==> src/rtl/axi_cmd_master.sv <==
// axi_cmd_master: turns a command + data-stream interface into single
// outstanding AXI4 INCR bursts (AW+W+B for writes, AR+R for reads) and
// reports one completion pulse per command.
//
// Handshake rule for every valid/ready pair on this block: a transfer
// happens on a rising clk edge where valid and ready are both high; valid
// never waits for ready, and the payload is held stable while valid is
// high and ready is low.
module axi_cmd_master #(
  parameter int ADDR_WIDTH = 32,
  parameter int DATA_WIDTH = 32,
  parameter int ID_WIDTH   = 4
) (
  input  logic                    clk,
  input  logic                    resetn,
  // command side
  input  logic                    cmd_valid,
  output logic                    cmd_ready,
  input  logic                    cmd_write,
  input  logic [ID_WIDTH-1:0]     cmd_id,
  input  logic [ADDR_WIDTH-1:0]   cmd_addr,
  input  logic [7:0]              cmd_len,
  // write stream
  input  logic [DATA_WIDTH-1:0]   wr_data,
  input  logic                    wr_valid,
  output logic                    wr_ready,
  // read stream
  output logic [DATA_WIDTH-1:0]   rd_data,
  output logic                    rd_last,
  output logic                    rd_valid,
  input  logic                    rd_ready,
  // completion
  output logic                    done,
  output logic [1:0]              done_resp,
  // AXI write address
  output logic [ID_WIDTH-1:0]     awid,
  output logic [ADDR_WIDTH-1:0]   awaddr,
  output logic [7:0]              awlen,
  output logic [2:0]              awsize,
  output logic [1:0]              awburst,
  output logic                    awvalid,
  input  logic                    awready,
  // AXI write data
  output logic [DATA_WIDTH-1:0]   wdata,
  output logic [DATA_WIDTH/8-1:0] wstrb,
  output logic                    wlast,
  output logic                    wvalid,
  input  logic                    wready,
  // AXI write response
  input  logic [ID_WIDTH-1:0]     bid,
  input  logic [1:0]              bresp,
  input  logic                    bvalid,
  output logic                    bready,
  // AXI read address
  output logic [ID_WIDTH-1:0]     arid,
  output logic [ADDR_WIDTH-1:0]   araddr,
  output logic [7:0]              arlen,
  output logic [2:0]              arsize,
  output logic [1:0]              arburst,
  output logic                    arvalid,
  input  logic                    arready,
  // AXI read data
  input  logic [ID_WIDTH-1:0]     rid,
  input  logic [DATA_WIDTH-1:0]   rdata,
  input  logic [1:0]              rresp,
  input  logic                    rlast,
  input  logic                    rvalid,
  output logic                    rready,
  // debug: current FSM state
  output logic [2:0]              state_dbg
);

  localparam int STRB_W = DATA_WIDTH / 8;
  localparam int SIZE_LOG2 = $clog2(STRB_W);
  localparam logic [2:0] SIZE_ENC = 3'(SIZE_LOG2);
  localparam logic [ADDR_WIDTH-1:0] ADDR_MASK = {ADDR_WIDTH{1'b1}} << SIZE_LOG2;
  localparam logic [1:0] RESP_OKAY   = 2'b00;
  localparam logic [1:0] RESP_SLVERR = 2'b10;

  typedef enum logic [2:0] {
    S_IDLE  = 3'd0,
    S_WADDR = 3'd1,
    S_WDATA = 3'd2,
    S_WRESP = 3'd3,
    S_RADDR = 3'd4,
    S_RDATA = 3'd5
  } state_t;

  state_t state;
  state_t state_nxt;

  // cmd_ready stays low while in reset and rises one clock after release
  logic                  active;
  logic [ID_WIDTH-1:0]   id_q;
  logic [ADDR_WIDTH-1:0] addr_q;
  logic [7:0]            len_q;
  logic [7:0]            cnt;
  logic [1:0]            rd_resp_q;   // first non-OKAY rresp of the burst
  logic                  rd_err_q;    // protocol error seen during the burst

  logic cmd_fire;
  logic w_fire;
  logic r_fire;
  logic at_last;
  logic beat_err;
  logic [1:0] rd_resp_sel;

  assign at_last = (cnt == len_q);

  // a read beat is malformed if the ID is wrong or rlast disagrees with the count
  assign beat_err = (rid != id_q) | (rlast & ~at_last) | (~rlast & at_last);
  assign rd_resp_sel = (rd_resp_q != RESP_OKAY) ? rd_resp_q : rresp;

  // latched request fields drive both address channels; only one is ever valid
  assign awid    = id_q;
  assign awaddr  = addr_q;
  assign awlen   = len_q;
  assign awsize  = SIZE_ENC;
  assign awburst = 2'b01;
  assign arid    = id_q;
  assign araddr  = addr_q;
  assign arlen   = len_q;
  assign arsize  = SIZE_ENC;
  assign arburst = 2'b01;
  assign wdata   = wr_data;
  assign wstrb   = {STRB_W{1'b1}};
  assign rd_data = rdata;
  assign state_dbg = state;

  // state register
  always_ff @(posedge clk or negedge resetn) begin
    if (!resetn) state <= S_IDLE;
    else         state <= state_nxt;
  end

  // stream gating, handshake strobes and next-state decode
  always_comb begin
    cmd_ready = 1'b0;
    awvalid   = 1'b0;
    arvalid   = 1'b0;
    wvalid    = 1'b0;
    wr_ready  = 1'b0;
    wlast     = 1'b0;
    bready    = 1'b0;
    rd_valid  = 1'b0;
    rd_last   = 1'b0;
    rready    = 1'b0;
    state_nxt = state;
    case (state)
      S_IDLE:  cmd_ready = active;
      S_WADDR: awvalid   = 1'b1;
      S_WDATA: begin
        wvalid   = wr_valid;
        wr_ready = wready;
        wlast    = at_last;
      end
      S_WRESP: bready = 1'b1;
      S_RADDR: arvalid = 1'b1;
      S_RDATA: begin
        rd_valid = rvalid;
        rd_last  = rlast;
        rready   = rd_ready;
      end
      default: ;
    endcase

    cmd_fire = cmd_valid & cmd_ready;
    w_fire   = wvalid & wready;
    r_fire   = rvalid & rready;

    case (state)
      S_IDLE:  if (cmd_fire) state_nxt = cmd_write ? S_WADDR : S_RADDR;
      S_WADDR: if (awready) state_nxt = S_WDATA;
      S_WDATA: if (w_fire && wlast) state_nxt = S_WRESP;
      S_WRESP: if (bvalid) state_nxt = S_IDLE;
      S_RADDR: if (arready) state_nxt = S_RDATA;
      S_RDATA: if (r_fire && rlast) state_nxt = S_IDLE;
      default: state_nxt = S_IDLE;
    endcase
  end

  // request latch, beat counter, read status tracking and completion pulse
  always_ff @(posedge clk or negedge resetn) begin
    if (!resetn) begin
      active    <= 1'b0;
      id_q      <= '0;
      addr_q    <= '0;
      len_q     <= '0;
      cnt       <= '0;
      rd_resp_q <= '0;
      rd_err_q  <= 1'b0;
      done      <= 1'b0;
      done_resp <= '0;
    end else begin
      active <= 1'b1;
      done   <= 1'b0;
      case (state)
        S_IDLE: begin
          if (cmd_fire) begin
            id_q      <= cmd_id;
            addr_q    <= cmd_addr & ADDR_MASK;
            len_q     <= cmd_len;
            cnt       <= '0;
            rd_resp_q <= RESP_OKAY;
            rd_err_q  <= 1'b0;
          end
        end
        S_WDATA: begin
          if (w_fire) cnt <= cnt + 8'd1;
        end
        S_WRESP: begin
          if (bvalid) begin
            done      <= 1'b1;
            done_resp <= (bid != id_q) ? RESP_SLVERR : bresp;
          end
        end
        S_RDATA: begin
          if (r_fire) begin
            cnt <= cnt + 8'd1;
            if (rd_resp_q == RESP_OKAY) rd_resp_q <= rresp;
            if (beat_err) rd_err_q <= 1'b1;
            if (rlast) begin
              done      <= 1'b1;
              done_resp <= (rd_err_q | beat_err) ? RESP_SLVERR : rd_resp_sel;
            end
          end
        end
        default: ;
      endcase
    end
  end

endmodule

==> config.mk <==
export PLATFORM = sky130hd
export DESIGN_NAME = axi_cmd_master
export DESIGN_NICKNAME = d
export VERILOG_FILES = /design/src/rtl/axi_cmd_master.sv
export SDC_FILE = /design/constraint.sdc
export NUM_CORES = 1
export LEC_CHECK = 0
export CELL_PAD_IN_SITES_DETAIL_PLACEMENT = 0
export CELL_PAD_IN_SITES_GLOBAL_PLACEMENT = 1
export CORE_MARGIN = 2
export CORE_UTILIZATION = 24
export CTS_CLUSTER_DIAMETER = 100
export CTS_CLUSTER_SIZE = 25
export DETAILED_ROUTE_END_ITERATION = 10
export HOLD_SLACK_MARGIN = 0.12
export PLACE_DENSITY_LB_ADDON = 0.25
export SYNTH_ARGS = -nofsm -noshare
export SYNTH_HDL_FRONTEND = slang
export SYNTH_SLANG_ARGS = --single-unit
==> constraint.sdc <==
create_clock -name clk -period 2.62 [get_ports clk]
set_input_delay 0.524 -clock clk [delete_from_list [all_inputs] [get_ports clk]]
set_output_delay 0.524 -clock clk [all_outputs]
set_load 0.01 [all_outputs]
==> impl_metrics.csv <==
group,metric,value,unit
global_routing,antenna_found_initial,0,
clock_network,cts_buffers,9,
placement,dp.final_hpwl,7.73,mm
critical_path,crit_fanout,7,
clock_network,cts.path.max_buffers,2,
global_routing,grt_usage,12.1,%
floorplanning,initial_core_util,24.3,%
global_routing,grt_pass1_vias,2910,
timing,setup_violations,0,
route,routed_wl,10.4,mm
placement,port-buffer-count,165,
min_path,hp-class,"input port to asynchronous set/reset pin",
clock_network,clk_pin_slew,0.05,ns
critical_path,crit_slowest_cell,"clkdlybuf4s50_1",
timing,worst_pin_slew,0.746,ns
clock_network,clockRootBuffer,"clkbuf_16",
timing,post-route-period-util,95.1,%
timing,rsz0062_at_grt,"false",
timing,slew_violations,0,
timing,maxSlewHeadroom,50.3,%
timing,setup-tns-final,0,ns
yosys,ys.warnings.count,0,
critical_path,crit_type,"flip-flop to output pin",
global_routing,use_met2,20.2,%
global_routing,overflow,0,
yosys,synth_edf_count,0,
clock_network,cts_tree,"built",
clock_network,cts-htree-levels,3,
critical_path,worstPathCellList,"xnor2_2, nand4_2, nor2_4, and2_1, clkdlybuf4s50_1",
floorplanning,fp.dieW,130,µm
clock_network,clkLatencyLatePin,0.33,ns
route,drt_pre_antenna_iters,4,
clock_network,numClockSinks,60,
critical_path,r2r-end,"cnt[6]",
cells_and_area,nets,651,
timing,max_freq,401,MHz
critical_path,critical_path.endpoint,"wlast",
route,num_vias,2979,
route,drt-initial-drc-count,106,
pwr,p_leak,0.00228,µW
yosys,async_flop_share,100,%
route,via_per_inst,4.03,
yosys,synth_area_leaders,"dfrtp_1 39%, buf_4 24%, nand2_1 13%",
placement,gp_congestion,0.774,
yosys,synth.distinct_cells,52,
yosys,yosysMostFrequentCell,"nand2_1",
global_routing,grt_use_met3,4.56,%
critical_path,reg2reg_depth,6,
yosys,avgSynthCellArea,8.47,µm²
floorplanning,die_area,0.0170,mm²
global_routing,grt-busiest-layer,"met2",
yosys,synthTopCellsByCount,"135 x nand2_1, 125 x buf_4, 60 x dfrtp_1, 14 x nor2_1",
yosys,synthCells,453,
cells_and_area,area_growth,35.9,%
critical_path,critPathLaunch,"cnt[4]",
floorplanning,die-height,130,µm
route,drc,0,
yosys,yosysTopAreaCell,"dfrtp_1",
pwr,powerDensity,1080,mW/mm²
critical_path,cp.arrival,1.97,ns
run_status,status,"complete, no violations",
critical_path,cp-start-kind,"flip-flop",
floorplanning,fp-row-count,46,
yosys,ys_ff_latch,60,
route,ant_nets,0,
critical_path,worst_setup_path_end_kind,"output pin",
timing,skew,0.00593,ns
timing,post-route-min-period,2.49,ns
floorplanning,ioPinCount,314,
pwr,ir_drop,0.361,mV
timing,timing.hold.ws,0.246,ns
cells_and_area,num_antenna_cells,0,
timing,hold_viol_final,0,
cells_and_area,drive_gt1_share,7.65,%
global_routing,grt_max_degree,49,
yosys,synth_area,0.00384,mm²
critical_path,slowest_delay,0.53,ns
yosys,ys_seq_area_share,39.1,%
yosys,yosysTopAreaCellShare,39.1,%
critical_path,crit_required,2.10,ns
global_routing,grt_pass1_wl,15.6,mm
flow_run,drv_cap,0,
route,wl_per_cell,14.0,µm
yosys,synth_flop_cell,"dfrtp_1",
global_routing,grt_use_met1,14.0,%
critical_path,timing.rr.start,"state_dbg[2]",
critical_path,r2r_slack,0.66,ns
floorplanning,core,0.0158,mm²
flip-flops by register name, summed over array words and instances, names as in the netlist:
signal     count
active         1
rd_err_q       1
araddr        30
state_dbg      3
arlen          8
done           1
arid           4
done_resp      2
rd_resp_q      2
cnt            8
critical path: cells and delay by family, from the launching register on:
kind | cells | cell delay [ns]
xor+xnor | 1 | 0.17
buf+inv | 1 | 0.53
flops | 1 | 0.46
simple gates | 3 | 0.48
per-layer routing:
metal | share of wire, % | vias up
li1 | - | 1437
met1 | 40 | 1372
met2 | 50 | 142
met3 | 8.4 | 28
met4 | 2.2 | 0
met5 | 0 | -
metrics by stage:
| step | std cells | util (%) | area (µm²) | setup slack [ns] | power (µW) |
|---|---|---|---|---|---|
| 2_1_floorplan | 470 | - | 3900 | 0.936 | 3310 |
| 6_report | 739 | 33.1 | 5220 | 0.128 | 5650 |
| 5_1_grt | 739 | 33.1 | 5220 | 0.00345 | 6050 |
| 4_1_cts | 738 | 32.9 | 5180 | 0.00375 | 5710 |
| 3_5_place_dp | 721 | 31.1 | 4900 | 0.290 | 4560 |
| 3_3_place_gp | 721 | 31.1 | 4900 | 0.275 | 4560 |
power breakdown:
group | switching (µW) | total, µW | internal [µW] | leakage (µW)
Combinational | 1220 | 2870 | 1650 | 0.00139
Clock | 415 | 1080 | 664 | 0.000131
Sequential | 400 | 1700 | 1300 | 0.000761
Total | 2030 | 5650 | 3610 | 0.00228
worst min path at each step:
stage                from          to  slack (ns)  cells after the start
5_1_grt            resetn        done        0.31                      1
2_1_floorplan      resetn      active        0.23                      0
3_5_place_dp   araddr[19]  araddr[19]        0.49                      2
3_3_place_gp   araddr[26]  araddr[26]        0.49                      2
6_report           resetn        done        0.25                      1
4_1_cts            resetn        done        0.28                      1
final cells by class:
type / instances / area, µm²
Tap cell: 216 / 270
Sequential cell: 60 / 1500
Clock inverter: 2 / 10.0
Timing Repair Buffer: 177 / 1760
Clock buffer: 14 / 254
Multi-Input combinational cell: 268 / 1410
Inverter: 2 / 7.51
Fill cell: 1642 / 10600
cell families (layout without fill, tap and decap cells):
group | count (synthesis) | after routing | share of synthesized area, %
muxes | 2 | 2 | 0.522
buffers and inverters | 142 | 195 | 26.7
adders and majority gates | 1 | 1 | 0.326
xor gates and xnor gates | 16 | 16 | 3.85
DFF | 60 | 60 | 39.1
other | 2 | 19 | 0.196
and+or+nand+nor | 196 | 196 | 22.9
AOI/OAI and AO/OA | 34 | 34 | 6.32
timing repair:
item | in CTS | in global routing
hold buffers | 0 | 0
buffers inserted | 1 | 1
resized for setup | 2 | 5
endpoints found under the setup margin | 1 | 1
pin swaps | 2 | 3
hold endpoints to repair | 0 | 0
placed cells by master (no fill, tap or decap), types with 2 or more instances in the layout:
cell type,instances
nand3_1,2
clkbuf_16,9
mux2i_1,2
clkbuf_1,4
conb_1,19
xnor2_1,8
and3_1,5
buf_4,10
nor2b_1,6
nor3_1,3
a21oi_1,5
o21ai_0,9
clkinv_2,2
inv_1,2
a31oi_1,3
nand2b_1,3
dfrtp_1,58
nor2_1,13
buf_12,2
o21ai_1,2
dfrtp_2,2
nand4_1,5
xnor2_2,4
and2_1,10
xor2_1,4
nand2_1,134
clkdlybuf4s50_1,164
Note: power is estimated with default switching activity, not from simulation.
